--- src/rtl/hazard_unit_sb.sv ---
// Pipeline hazard unit: forwarding selects, load-use bubbles, long-latency
// scoreboard with an in-flight limit, and a pending flush that survives cache stalls.
module hazard_unit_sb #(
  parameter int REG_ADDR_W   = 5,
  parameter int LOAD_BUBBLES = 1,
  parameter int MAX_LL       = 2,
  localparam int NUM_REGS    = 2**REG_ADDR_W
) (
  input  logic                  i_clk,
  input  logic                  i_rst,
  input  logic [REG_ADDR_W-1:0] i_rs1_addr_dec,
  input  logic [REG_ADDR_W-1:0] i_rs2_addr_dec,
  input  logic [REG_ADDR_W-1:0] i_rd_addr_dec,
  input  logic                  i_ll_instr_dec,
  input  logic [REG_ADDR_W-1:0] i_rs1_addr_exec,
  input  logic [REG_ADDR_W-1:0] i_rs2_addr_exec,
  input  logic [REG_ADDR_W-1:0] i_rd_addr_exec,
  input  logic [REG_ADDR_W-1:0] i_rd_addr_mem,
  input  logic [REG_ADDR_W-1:0] i_rd_addr_wb,
  input  logic                  i_reg_we_mem,
  input  logic                  i_reg_we_wb,
  input  logic                  i_load_instr_exec,
  input  logic                  i_ll_issue_exec,
  input  logic                  i_ll_done,
  input  logic [REG_ADDR_W-1:0] i_ll_rd_done,
  input  logic                  i_pc_src_exec,
  input  logic                  i_stall_i,
  input  logic                  i_stall_d,
  output logic                  o_stall_fetch,
  output logic                  o_stall_dec,
  output logic                  o_stall_exec,
  output logic                  o_stall_mem,
  output logic                  o_flush_dec,
  output logic                  o_flush_exec,
  output logic [1:0]            o_forward_rs1,
  output logic [1:0]            o_forward_rs2,
  output logic [2:0]            o_ll_count,
  output logic [NUM_REGS-1:0]   o_sb_pending
);

  localparam logic [2:0] BUBBLE_LOAD = 3'(LOAD_BUBBLES - 1);
  localparam logic [2:0] LL_LIMIT    = 3'(MAX_LL);

  logic [NUM_REGS-1:0] sbPend_q, sbPend_d;
  logic [2:0]          bcnt_q, bcnt_d;
  logic [2:0]          llCount_q, llCount_d;
  logic                flushPend_q, flushPend_d;

  logic extStall;
  logic flushNow;
  logic luHit;
  logic luStall;
  logic sbHit;
  logic capStall;
  logic decHold;
  logic llIssue;
  logic llInc;
  logic llDec;
  logic memFwd1, memFwd2, wbFwd1, wbFwd2;

  // Mem beats wb, and x0 never forwards since it is never really written.
  assign memFwd1 = i_reg_we_mem && (i_rd_addr_mem != '0) && (i_rs1_addr_exec == i_rd_addr_mem);
  assign memFwd2 = i_reg_we_mem && (i_rd_addr_mem != '0) && (i_rs2_addr_exec == i_rd_addr_mem);
  assign wbFwd1  = i_reg_we_wb  && (i_rd_addr_wb  != '0) && (i_rs1_addr_exec == i_rd_addr_wb);
  assign wbFwd2  = i_reg_we_wb  && (i_rd_addr_wb  != '0) && (i_rs2_addr_exec == i_rd_addr_wb);

  assign o_forward_rs1 = memFwd1 ? 2'b10 : (wbFwd1 ? 2'b01 : 2'b00);
  assign o_forward_rs2 = memFwd2 ? 2'b10 : (wbFwd2 ? 2'b01 : 2'b00);

  // A redirect seen while the caches are stalled is replayed once they release.
  assign extStall = i_stall_i | i_stall_d;
  assign flushNow = (i_pc_src_exec | flushPend_q) & ~extStall;

  assign luHit = (i_load_instr_exec | i_ll_issue_exec) && (i_rd_addr_exec != '0) &&
                 ((i_rs1_addr_dec == i_rd_addr_exec) || (i_rs2_addr_dec == i_rd_addr_exec));
  assign luStall = (luHit || (bcnt_q != 3'd0)) && !flushNow;

  assign sbHit = sbPend_q[i_rs1_addr_dec] | sbPend_q[i_rs2_addr_dec] | sbPend_q[i_rd_addr_dec];

  // A completion in the same cycle frees a slot, so the new op need not wait.
  assign capStall = i_ll_instr_dec && (llCount_q == LL_LIMIT) && !i_ll_done;

  assign decHold = luStall | ((sbHit | capStall) & ~flushNow);

  assign o_stall_fetch = decHold | extStall;
  assign o_stall_dec   = decHold | extStall;
  assign o_stall_exec  = i_stall_d;
  assign o_stall_mem   = i_stall_d;
  assign o_flush_dec   = flushNow;
  assign o_flush_exec  = flushNow | (decHold & ~extStall);
  assign o_ll_count    = llCount_q;
  assign o_sb_pending  = sbPend_q;

  assign llIssue = i_ll_issue_exec & ~i_stall_d;
  assign llDec   = i_ll_done & (llCount_q != 3'd0);
  assign llInc   = llIssue & ((llCount_q != LL_LIMIT) | llDec);

  // Next-state for the pending flush and the load-use bubble counter.
  always_comb begin
    flushPend_d = flushPend_q;
    if (flushNow) begin
      flushPend_d = 1'b0;
    end else if (i_pc_src_exec && extStall) begin
      flushPend_d = 1'b1;
    end

    bcnt_d = bcnt_q;
    if (flushNow) begin
      bcnt_d = 3'd0;
    end else if (luHit && !i_stall_d) begin
      bcnt_d = BUBBLE_LOAD;
    end else if ((bcnt_q != 3'd0) && !i_stall_d) begin
      bcnt_d = bcnt_q - 3'd1;
    end
  end

  // Scoreboard and in-flight count; a set on the same bit as a clear wins.
  always_comb begin
    sbPend_d = sbPend_q;
    if (i_ll_done) begin
      sbPend_d[i_ll_rd_done] = 1'b0;
    end
    if (llIssue && (i_rd_addr_exec != '0)) begin
      sbPend_d[i_rd_addr_exec] = 1'b1;
    end
    sbPend_d[0] = 1'b0;

    llCount_d = llCount_q;
    if (llInc && !llDec) begin
      llCount_d = llCount_q + 3'd1;
    end else if (llDec && !llInc) begin
      llCount_d = llCount_q - 3'd1;
    end
  end

  always_ff @(posedge i_clk) begin
    if (i_rst) begin
      sbPend_q    <= '0;
      bcnt_q      <= 3'd0;
      llCount_q   <= 3'd0;
      flushPend_q <= 1'b0;
    end else begin
      sbPend_q    <= sbPend_d;
      bcnt_q      <= bcnt_d;
      llCount_q   <= llCount_d;
      flushPend_q <= flushPend_d;
    end
  end

endmodule
--- config.mk ---
export PLATFORM = sky130hd
export DESIGN_NAME = hazard_unit_sb
export DESIGN_NICKNAME = d
export VERILOG_FILES = /design/src/rtl/hazard_unit_sb.sv
export SDC_FILE = /design/constraint.sdc
export NUM_CORES = 1
export LEC_CHECK = 0
export ABC_AREA = 0
export CAP_MARGIN = 20
export CORE_AREA = 2 2 82 84
export CTS_CLUSTER_SIZE = 25
export DETAILED_ROUTE_END_ITERATION = 10
export DIE_AREA = 0 0 84 86
export PLACE_DENSITY = 0.84
export RECOVER_POWER = 50
export SYNTH_ARGS = -nofsm -noshare
export SYNTH_HDL_FRONTEND = slang
export SYNTH_SLANG_ARGS = --single-unit
--- constraint.sdc ---
create_clock -name i_clk -period 5.2 [get_ports i_clk]
set_clock_uncertainty 0.15 [all_clocks]
set_input_delay 1.04 -clock i_clk [delete_from_list [all_inputs] [get_ports i_clk]]
set_output_delay 1.04 -clock i_clk [all_outputs]
set_load 0.02 [all_outputs]
### After elaboration in Yosys (flattened, before gate mapping)

Index checks and enable logic that the tools add are counted.

* memories: 0
* input bits: 56
* flip-flop bits (word level): 39
* word-level logic and storage cells: 97
* bits in read-only memories: 0
* bits in latches: 0
* memory bits (writable): 0

* div/mod/pow operators: 0
* reduce and logical (&&, ||, !) cells: 34
* multiply operators: 0
* order comparisons: 7
* multiplexer cells: 18
* bitwise logic cells: 22
* add/sub/neg operators: 3
* shift operators: 0
* eq/ne operators: 8

Operators by type and width (count)
* $mux 32: 2
* $and 32x32->32: 1
* $not 32->32: 1
* $or 32x32->32: 1
* $eq 5x5->1: 6
* $lt 5x6->1 const B: 5
* $logic_and 1x1->1: 19
* $bmux 1 s5: 3
* $reduce_bool 5->1: 3
* $demux 1 s5: 2
* $ge 5x1->1 const B: 2
* $or 1x1->1: 10
* $mux 1: 7
* $and 1x1->1: 6
* $mux 3: 2
* $reduce_bool 3->1: 2
* $sub 3x1->3 const B: 2
* $logic_not 1->1: 5
* $mux 2: 2
* $add 3x1->3 const B: 1
* $eq 3x2->1 const B: 1
* $ne 3x2->1 const B: 1
* $not 1->1: 3
* $reduce_or 3->1: 1
* other kinds (3): 4

### Longest topological paths before layout

Gate-level depths: netlist of run 1.

* word-level depth: 9
* mapped depth: 9
* gate-level depth less buffers: 9

### Worst setup path after synthesis of run 1

OpenSTA, ideal clock, no wires.

* kind: input port to output port
* start point: in i_rs1_addr_dec[0]
* end point: out o_stall_fetch
* stages on the path: 8
* arrival: 2.802 ns
* slack: 1.208 ns
* required time: 4.010 ns
* path through: buf_4 -> mux4_2 -> nor2b_1 -> or4_1 -> nand4_1 -> nor3_2 -> a31oi_1 -> buf_4

* cells in the longest elaborated chain, start to end: 8
* elaborated cells between the ends (all ways): 13

Ends and longest elaborated chain
* start: declaration: RTL line 11 `input logic [REG_ADDR_W-1:0] i_rs1_addr_dec,`
* $bmux 1 s5: RTL line 78 `assign sbHit = sbPend_q[i_rs1_addr_dec] | sbPend_q[i_rs2_addr_dec] | sbPend_q[i_rd_addr_dec];`
* $mux 1 (not written as such): RTL line 78
* $or 1x1->1 (2 in a row): RTL line 78
* $or 1x1->1: RTL line 83 `assign decHold = luStall | ((sbHit | capStall) & ~flushNow);`
* $and 1x1->1: RTL line 83
* $or 1x1->1 (*): RTL line 83
* $or 1x1->1 (*)
* end: declaration: RTL line 29 `output logic o_stall_fetch,`

Mark *: on every way between the ends. The rest lies on a longest branch, timed or not. The select of a mux whose other input is x is not followed.

### Worst setup path in the final report of run 1

* start point: in i_rd_addr_dec[0]
* end point: out o_flush_exec

* cells in the longest elaborated chain, start to end: 8

Ends and longest elaborated chain
* start: declaration: RTL line 13 `input logic [REG_ADDR_W-1:0] i_rd_addr_dec,`
* $bmux 1 s5: RTL line 78
* $mux 1 (not written as such): RTL line 78
* $or 1x1->1: RTL line 78
* $or 1x1->1: RTL line 83
* $and 1x1->1: RTL line 83
* $or 1x1->1: RTL line 83
* $and 1x1->1: RTL line 90 `assign o_flush_exec = flushNow | (decHold & ~extStall);`
* $or 1x1->1: RTL line 90
* end: declaration: RTL line 34 `output logic o_flush_exec,`

Every way passes these cells. The select of a mux whose other input is x is not followed.

==> flow_metrics.env, run 1 <==
export IMPL_rr_endpoint="o_ll_count[2]$_SDFFE_PP0P_"
export IMPL_dr_pass1_iters=5
export IMPL_synth_top_cell_area_share=0.250
export IMPL_slew_viol_final=39
export IMPL_portBuffers=99
export IMPL_rsz0062_at_grt="false"
export IMPL_drt_iter0_markers=275
export IMPL_cts_buffers=5
export IMPL_grt_start_max_net_pins=39
export IMPL_dp_hpwl_um=7990
export IMPL_diodes=0
export IMPL_via_count=3333
export IMPL_synth_async_reset_ratio=0
export IMPL_cp_arrival_ns=3.73
export IMPL_crit_path_end_kind="output pin"
export IMPL_total_power_uw=836
export IMPL_grt_pass1_wl_um=16400
export IMPL_min_from="flushPend_q$_SDFFE_PP0P_"
export IMPL_muxShareOfSynthArea=0.171
export IMPL_cts_resized=0
export IMPL_clk_latency_ns=0.29
export IMPL_post_drt_wl_per_cell_um=19.1
export IMPL_wirelength_um=10300
export IMPL_avgViaCountPerCell=6.21
export IMPL_ys_warnings_count=0
export IMPL_die_w_um=84
export IMPL_die_y_um=86
export IMPL_maxCapViolations=1
export IMPL_required_ns=4.01
export IMPL_layout_common_cells="68 x clkdlybuf4s50_1, 42 x nand2_1, 38 x dfxtp_1"
export IMPL_grt_pass1_vias=3201
export IMPL_cts_hold_buffers=0
export IMPL_critical_path_max_fanout=6
export IMPL_synth_area_top_cells="dfxtp_1 25%, mux2i_1 6.9%, xor2_1 6.3%"
export IMPL_synthCells=364
export IMPL_ios=101
export IMPL_postCtsSetupBuffers=0
export IMPL_place_congestion=0.959
export IMPL_track_usage=0.283
export IMPL_relSlewSlack=-0.131
export IMPL_synth_compound_area_frac=0.176
export IMPL_syn_num_nets=424
export IMPL_synth_cell_types=52
export IMPL_finalSetupTns_ns=0
export IMPL_outcome="complete, but fails checks"
export IMPL_cp_start_kind="input pin"
export IMPL_area_growth_pct=37.2
export IMPL_clk_path_buf_depth=2
export IMPL_synth_edf_count=0
export IMPL_synthFlopType="dfxtp_1"
export IMPL_cts_max_level=2
export IMPL_synth_area_leader_cell="dfxtp_1"
export IMPL_r2r_slack_ns=3.04
export IMPL_cts_clk_slew_worst_paths_ns=0.07
export IMPL_worstSetupPathType="in -> out"
export IMPL_rows=29
export IMPL_fmax_ghz=0.203
export IMPL_fin_crit_sh=0.947
export IMPL_hold_path_depth=2
export IMPL_synthAdderAreaFrac=0.0189
export IMPL_ys_ff_latch=38
export IMPL_setup_viol=0
export IMPL_ff2ff_path_depth=8
export IMPL_initial_core_util=0.486
export IMPL_timing_rr_start="o_ll_count[0]$_SDFFE_PP0P_"
export IMPL_p_leak_nw=1.59
export IMPL_worst_slew_pin_slew_ns=1.70
export IMPL_antenna_found_initial=0
export IMPL_drc=0
export IMPL_yosys_area_share_simple=0.232
export IMPL_grt_ovfl_total=0
export IMPL_synth_xor_area_frac=0.0948
export IMPL_min_path_type="reg -> reg"
export IMPL_ys_seq_area_frac=0.250
export IMPL_min_to="flushPend_q$_SDFFE_PP0P_"
export IMPL_synth_area_um2=3050
export IMPL_cts_tree="done"
export IMPL_power_density_nw_per_um2=200
export IMPL_ant_nets=0
export IMPL_drive_gt1_frac=0.0848
export IMPL_synth_top_family_by_area="simple AND/OR/NAND/NOR gates"
export IMPL_failed_checks="max-capacitance violations, max-slew violations"
export IMPL_syn_avg_cell_area_um2=8.37
export IMPL_final_hold_viol_count=0
export IMPL_final_net_count=519
export IMPL_dieArea_um2=7220
export IMPL_irDropWorstVdd_mv=0.160
export IMPL_fin_crit_ns=4.92
export IMPL_coreArea_um2=6280
export IMPL_final_common_cell="clkdlybuf4s50_1"
export IMPL_clkSinkCount=38
export IMPL_root_buffer="clkbuf_8"
metrics by stage:
step	hold WS [ns]	utilization	setup WS (ns)	cell area [µm²]	cells
2_1_floorplan	0.348	-	1.21	3050	364
3_3_place_gp	0.359	0.649	0.336	4080	527
3_5_place_dp	0.371	0.650	0.289	4080	528
4_1_cts	0.387	0.666	0.288	4180	536
5_1_grt	0.420	0.666	0.127	4180	537
6_report	0.386	0.666	0.277	4180	537
layout make-up:
class                   instances  area, µm²
multi-input cells             295       2110
fillers                       526       2100
repair buffers                113       1090
flip-flops and latches         38        761
well taps                      77       96.3
clock buffers                   6       82.6
inverters                       6       22.5
clock inverters                 2       12.5
metal layers:
metal | GRT usage | vias up | routed length, µm
met4 | 0.113 | 0 | 285
met2 | 0.457 | 210 | 4790
li1 | - | 1529 | -
met3 | 0.0414 | 27 | 911
met1 | 0.383 | 1567 | 4290
met5 | 0 | - | 0
cells in the mapped netlist, types with 3 or more instances:
cell type and n:
nor4_1 6, xnor2_1 11, mux4_2 6, a22oi_1 3
buf_2 3, nor3b_1 5, o21ai_0 35, nor3_1 6
or4_1 6, inv_1 6, nor2_1 17, mux2i_1 21
a2111oi_0 5, buf_4 8, buf_6 3, nand2_1 42
nand3b_1 8, dfxtp_1 38, nand3_1 11, clkbuf_1 9
nor2b_1 8, mux4_1 5, ha_1 3, a21oi_1 37
xor2_1 22, mux2_2 4
critical path: stages:
cell and delay [ns]:
clkdlybuf4s50_1 0.69, mux4_1 0.61, nor2b_1 0.12, or4_1 0.12
nand4_1 0.13, nor4_1 0.32, a311oi_2 0.14, clkdlybuf4s50_1 0.56
logic make-up after synthesis:
family	after synthesis
compound gates	91
xor+xnor	33
fa+ha+maj	4
buf+inv	31
flops	38
mux	36
other cells	1
simple gates	130
sequential cells by signal (all words and copies together), names as in the netlist:
signal / cells
o_ll_count: 3
flushPend_q: 1
o_sb_pending: 31
bcnt_q: 3
report_power, final:
group	internal, mW	total (mW)	leakage, nW	switching, mW
registers	0.308	0.329	0.307	0.0214
logic	0.143	0.292	1.23	0.148
clock network	0.107	0.215	0.0472	0.108
how the worst max path moves through the flow:
| stage | to | startpoint | depth (start not counted) | slack, ns |
|---|---|---|---|---|
| 3_5_place_dp | o_flush_exec | i_rd_addr_dec[0] | 8 | 0.29 |
| 5_1_grt | o_stall_fetch | i_rs2_addr_dec[2] | 9 | 0.13 |
| 4_1_cts | o_flush_exec | i_rd_addr_dec[0] | 8 | 0.29 |
| 3_3_place_gp | o_flush_exec | i_rd_addr_dec[0] | 8 | 0.34 |
| 2_1_floorplan | o_stall_fetch | i_rs1_addr_dec[0] | 8 | 1.21 |
| 6_report | o_flush_exec | i_rd_addr_dec[0] | 8 | 0.28 |
No activity file was read; power rests on OpenSTA's default activity.
==> inputs of run 2 (changes only) <==
- CORE_AREA: 2 2 82 84 -> 2 2 114 116
- DIE_AREA: 0 0 84 86 -> 0 0 116 118
- HOLD_SLACK_MARGIN: not set -> 0.05
- PLACE_DENSITY: 0.84 -> 0.48
==> run 2 against run 1 <==
  * The flow still finishes with violations (max-capacitance violations, max-slew violations)
  * Register-to-register slack got worse by 0.08 ns
  * Combinational power barely moved
  * First-iteration DRC count fell by 36%
  * Clock power up 64%
  * Worst setup slack better by 0.013 ns
  * Design area rose by 4.5%
  * Total power increased by 16%
  * Core utilization decreased by 31 points
  * Count of clock-buffer cells in the layout shrank 1
  * Routed wire length up 9.9%
  * Maximum frequency rose by 0.27%
  * Die area increased by 89%
  * Critical endpoint is now o_stall_dec
==> flow_metrics.env, run 2 (synthesized netlist as in run 1, its figures left out) <==
export IMPL_portBuffers=99
export IMPL_outcome="complete, but fails checks"
export IMPL_fin_ws_ns=0.290
export IMPL_worstSetupPathType="in -> out"
export IMPL_crit_path_end_kind="output pin"
export IMPL_crit_slowest_cell="clkdlybuf4s50_1"
export IMPL_antenna_found_initial=0
export IMPL_irDropWorstVdd_mv=0.259
export IMPL_rsz0062_at_grt="false"
export IMPL_total_power_uw=972
export IMPL_final_cells=632
export IMPL_postCtsSetupBuffers=0
export IMPL_ios=101
export IMPL_cts_buffers=5
export IMPL_final_hold_viol_count=0
export IMPL_power_density_nw_per_um2=222
export IMPL_wirelength_um=11300
export IMPL_min_path_type="reg -> reg"
export IMPL_setup_viol=0
export IMPL_grt_start_max_net_pins=39
export IMPL_die_y_um=118
export IMPL_via_count=3171
export IMPL_failed_checks="max-capacitance violations, max-slew violations"
export IMPL_dp_hpwl_um=9070
export IMPL_p_int_uw=677
export IMPL_cts_tree="done"
export IMPL_stdcell_area_um2=4370
export IMPL_nFillCells=1332
export IMPL_root_buffer="clkbuf_16"
export IMPL_grt_pass1_wl_um=17600
export IMPL_place_ws_ns=0.259
export IMPL_drc=0
export IMPL_final_net_count=519
export IMPL_clkSinkCount=38
export IMPL_clkPwrFrac=0.362
export IMPL_min_to="o_ll_count[2]$_SDFFE_PP0P_"
export IMPL_diodes=0
export IMPL_clk_path_buf_depth=2
export IMPL_grt_ovfl_total=0
export IMPL_die_w_um=116
export IMPL_seqPwrFrac=0.339
export IMPL_cp_top_family="buffers and inverters"
export IMPL_clk_latency_ns=0.28
export IMPL_relSlewSlack=-0.161
export IMPL_drt_iter0_markers=175
export IMPL_final_common_cell="clkdlybuf4s50_1"
export IMPL_worst_slew_pin_slew_ns=1.74
export IMPL_whs_ns=0.376
export IMPL_crit_chain="clkdlybuf4s50_1 > inv_1 > a2111oi_0 > a311o_1 > nor4b_2 > a311oi_2 > a31oi_1 > clkdlybuf4s50_1"
export IMPL_area_growth_pct=43.4
export IMPL_fin_crit_sh=0.944
export IMPL_cts_clk_slew_worst_paths_ns=0.06
export IMPL_crit_top_cell="clkdlybuf4s50_1"
export IMPL_dieArea_um2=13700
export IMPL_track_usage=0.164
export IMPL_layout_common_cells="71 x clkdlybuf4s50_1, 42 x nand2_1, 38 x dfxtp_1"
export IMPL_rr_endpoint="o_ll_count[1]$_SDFFE_PP0P_"
export IMPL_drive_gt1_frac=0.0848
export IMPL_cts_resized=0
export IMPL_ant_nets=0
export IMPL_cp_arrival_ns=3.72
export IMPL_rows=41
export IMPL_fin_crit_ns=4.91
export IMPL_post_drt_wl_per_cell_um=17.9
export IMPL_p_comb_frac=0.300
export IMPL_cp_slowest_stage_delay_ns=0.70
export IMPL_r2r_slack_ns=2.96
export IMPL_cts_max_level=2
export IMPL_swShare=0.304
export IMPL_critical_path_max_fanout=7
export IMPL_slew_viol_final=39
export IMPL_initial_core_util=0.246
export IMPL_timing_rr_start="o_ll_count[1]$_SDFFE_PP0P_"
export IMPL_fmax_ghz=0.204
export IMPL_ff2ff_path_depth=7
export IMPL_final_core_util=0.352
export IMPL_min_from="o_ll_count[2]$_SDFFE_PP0P_"
export IMPL_cp_num_buf_inv=3
export IMPL_maxCapViolations=1
export IMPL_place_congestion=0.856
export IMPL_avgViaCountPerCell=5.02
export IMPL_cp_start_kind="input pin"
export IMPL_grt_pass1_vias=3058
export IMPL_netSwitchingPower_uw=296
export IMPL_post_dp_cell_area_um2=4200
export IMPL_finalSetupTns_ns=0
export IMPL_cts_hold_buffers=0
export IMPL_dp_cells=623
export IMPL_cp_depth=8
export IMPL_hold_path_depth=2
export IMPL_largest_register_ffs=31
export IMPL_required_ns=4.01
export IMPL_coreArea_um2=12400
export IMPL_p_leak_nw=1.60
export IMPL_dr_pass1_iters=5
run 2: changes by cell type in the layout (fill, tap and decap cells not counted), moves of 3 or more:
cell / change
clkbuf_16: +5
clkbuf_8: -6
clkdlybuf4s50_1: +3
dlygate4sd3_1: -3
run 2: how the worst max path moves through the flow:
stage / start / end / slack, ns
6_report: i_rs2_addr_dec[0] / o_stall_dec / 0.29
5_1_grt: i_rs2_addr_dec[0] / o_stall_fetch / 0.11
4_1_cts: i_rs2_addr_dec[0] / o_stall_dec / 0.26
3_5_place_dp: i_rs2_addr_dec[0] / o_stall_dec / 0.26
3_3_place_gp: i_rs2_addr_dec[0] / o_stall_dec / 0.28
2_1_floorplan: i_rs1_addr_dec[0] / o_stall_fetch / 1.21
run 2: final cells by class:
class,count,area [µm²],share of cell area
clock inverter,3,45.0,0.0103
multi-input combinational,295,2110,0.484
timing repair buffer,113,1090,0.249
sequential,38,761,0.174
clock buffer,5,125,0.0286
inverter,6,22.5,0.00515
tap,172,215,0.0492
run 2: worst min-delay path, delay by kind of cell, from the launching register on:
kind / cells / cell delay [ns]
flops: 1 / 0.34
compound gates: 2 / 0.14
run 2: layer usage:
layer | GRT usage | routed length [µm]
met1 | 0.240 | 5370
met2 | 0.255 | 5100
met3 | 0.0257 | 724
met4 | 0.0313 | 97
met5 | 0 | 0
run 2: power by group through the flow:
stage	Clock [mW]	Combinational (mW)	Sequential [mW]
final	0.352	0.292	0.329
after global routing	0.370	0.320	0.333
after CTS	0.358	0.297	0.330
after detailed placement	0	0.294	0.336
after global placement	0	0.291	0.335
after floorplan	0	0.155	0.348
==> inputs of run 3 (changes only) <==
- ABC_CLOCK_PERIOD_IN_PS: not set -> 5200
- CTS_BUF_LIST: not set -> sky130_fd_sc_hd__clkbuf_8
- TNS_END_PERCENT: not set -> 50
==> run 3 against run 2 <==
  * The run still ends with max-capacitance violations, max-slew violations left
  * Largest power group is now sequential cells
  * Routed wire length fell by 0.37%
  * Combinational power about the same
  * Critical endpoint unchanged
  * Core utilization fell by 0.45 points
  * Via count decreased by 0.38%
  * Hold slack better by 0.0019 ns
  * Total power decreased by 9.4%
==> flow_metrics.env, run 3 (synthesized netlist as in run 1, its figures left out) <==
export IMPL_maxCapViolations=1
export IMPL_ios=101
export IMPL_grt_pass1_wl_um=17500
export IMPL_largest_register_ffs=31
export IMPL_slew_viol_final=39
export IMPL_grt_pass1_vias=3058
export IMPL_antenna_found_initial=0
export IMPL_die_w_um=116
export IMPL_min_from="o_ll_count[2]$_SDFFE_PP0P_"
export IMPL_fin_crit_ns=4.91
export IMPL_diodes=0
export IMPL_timing_rr_start="o_ll_count[1]$_SDFFE_PP0P_"
export IMPL_cp_start_kind="input pin"
export IMPL_required_ns=4.01
export IMPL_p_comb_frac=0.331
export IMPL_final_net_count=519
export IMPL_avgViaCountPerCell=5.00
export IMPL_place_ws_ns=0.259
export IMPL_ant_nets=0
export IMPL_rows=41
export IMPL_critical_path_max_fanout=7
export IMPL_cts_max_level=2
export IMPL_finalSetupTns_ns=0
export IMPL_irDropWorstVdd_mv=0.260
export IMPL_final_common_cell="clkdlybuf4s50_1"
export IMPL_grt_start_max_net_pins=39
export IMPL_cts_clk_slew_worst_paths_ns=0.09
export IMPL_initial_core_util=0.246
export IMPL_fin_ws_ns=0.294
export IMPL_wirelength_um=11200
export IMPL_use_met3=0.0242
export IMPL_nFillCells=1335
export IMPL_cts_resized=0
export IMPL_fmax_ghz=0.204
export IMPL_setup_viol=0
export IMPL_track_usage=0.163
export IMPL_fin_crit_sh=0.944
export IMPL_clkSinkCount=38
export IMPL_drc=0
export IMPL_min_path_type="reg -> reg"
export IMPL_netSwitchingPower_uw=288
export IMPL_dp_hpwl_um=9070
export IMPL_gr_usage_met2=0.256
export IMPL_seq_area_um2=761
export IMPL_p_int_uw=593
export IMPL_cts_hold_buffers=0
export IMPL_grtUsageMet1=0.238
export IMPL_p_leak_nw=1.58
export IMPL_place_congestion=0.856
export IMPL_via_count=3159
export IMPL_worst_slew_pin_slew_ns=1.72
export IMPL_swShare=0.327
export IMPL_cts_buffers=5
export IMPL_crit_start="i_rs2_addr_dec[0]"
export IMPL_hold_path_depth=2
export IMPL_drt_iter0_markers=181
export IMPL_crit_path_end_kind="output pin"
export IMPL_worstSetupPathType="in -> out"
export IMPL_seqPwrFrac=0.373
export IMPL_layout_common_cells="71 x clkdlybuf4s50_1, 42 x nand2_1, 38 x dfxtp_1"
export IMPL_root_buffer="clkbuf_8"
export IMPL_power_density_nw_per_um2=204
export IMPL_total_power_uw=881
export IMPL_relSlewSlack=-0.144
export IMPL_ff2ff_path_depth=7
export IMPL_die_y_um=118
export IMPL_cp_arrival_ns=3.72
export IMPL_failed_checks="max-capacitance violations, max-slew violations"
export IMPL_post_drt_wl_per_cell_um=17.8
export IMPL_portBuffers=99
export IMPL_final_hold_viol_count=0
export IMPL_coreArea_um2=12400
export IMPL_clk_latency_ns=0.30
export IMPL_area_growth_pct=41.5
export IMPL_grt_ovfl_total=0
export IMPL_dr_pass1_iters=4
export IMPL_postCtsSetupBuffers=0
export IMPL_dieArea_um2=13700
export IMPL_outcome="complete, but fails checks"
export IMPL_drive_gt1_frac=0.0848
export IMPL_clkPwrFrac=0.296
export IMPL_clk_path_buf_depth=2
export IMPL_rsz0062_at_grt="false"
export IMPL_multi_input_area_um2=2110
export IMPL_busiest_layer="met2"
export IMPL_cts_tree="done"
==> run 3: cell types whose count changed in the layout (fill, tap and decap cells not counted) <==
cell,delta
clkbuf_16,-5
clkbuf_8,+5
==> run 3: per-layer routing <==
layer	vias up	wire length [µm]
met5	-	0
li1	1530	-
met1	1481	5160
met4	0	76
met2	141	5120
met3	7	900
==> run 3: critical path: stages <==
cell and delay [ns]:
clkdlybuf4s50_1 0.70, inv_1 0.21, a2111oi_0 0.39, a311o_1 0.20, nor4b_2 0.06, a311oi_2 0.36, a31oi_1 0.18, clkdlybuf4s50_1 0.57
==> run 3: through the flow <==
stage	hold WS [ns]	cell area, µm²	instances	utilization
final	0.378	4310	632	0.348
after global routing	0.395	4310	632	0.348
after CTS	0.382	4310	631	0.347
after detailed placement	0.363	4200	623	0.338
after global placement	0.358	4190	622	0.338
after floorplan	0.348	3050	364	-
==> run 3: layout make-up <==
| class | count | share of cell area |
|---|---|---|
| Multi-Input combinational cell | 295 | 0.490 |
| Timing Repair Buffer | 113 | 0.252 |
| Sequential cell | 38 | 0.176 |
| Tap cell | 172 | 0.0499 |
| Clock buffer | 5 | 0.0160 |
| Clock inverter | 3 | 0.0104 |
| Inverter | 6 | 0.00522 |
==> run 3: final timing paths <==
check,to,slack [ns]
max,o_stall_dec,0.29
min,o_ll_count[2]$_SDFFE_PP0P_,0.38
max reg2reg,o_ll_count[1]$_SDFFE_PP0P_,2.96
min reg2reg,o_ll_count[2]$_SDFFE_PP0P_,0.38
==> run 3: power groups by stage <==
stage	Clock, mW	Sequential, mW	Combinational [mW]
detailed placement	0	0.336	0.294
floorplan	0	0.348	0.155
finish	0.261	0.329	0.291
global placement	0	0.335	0.291
CTS	0.263	0.329	0.297
global route	0.273	0.333	0.320
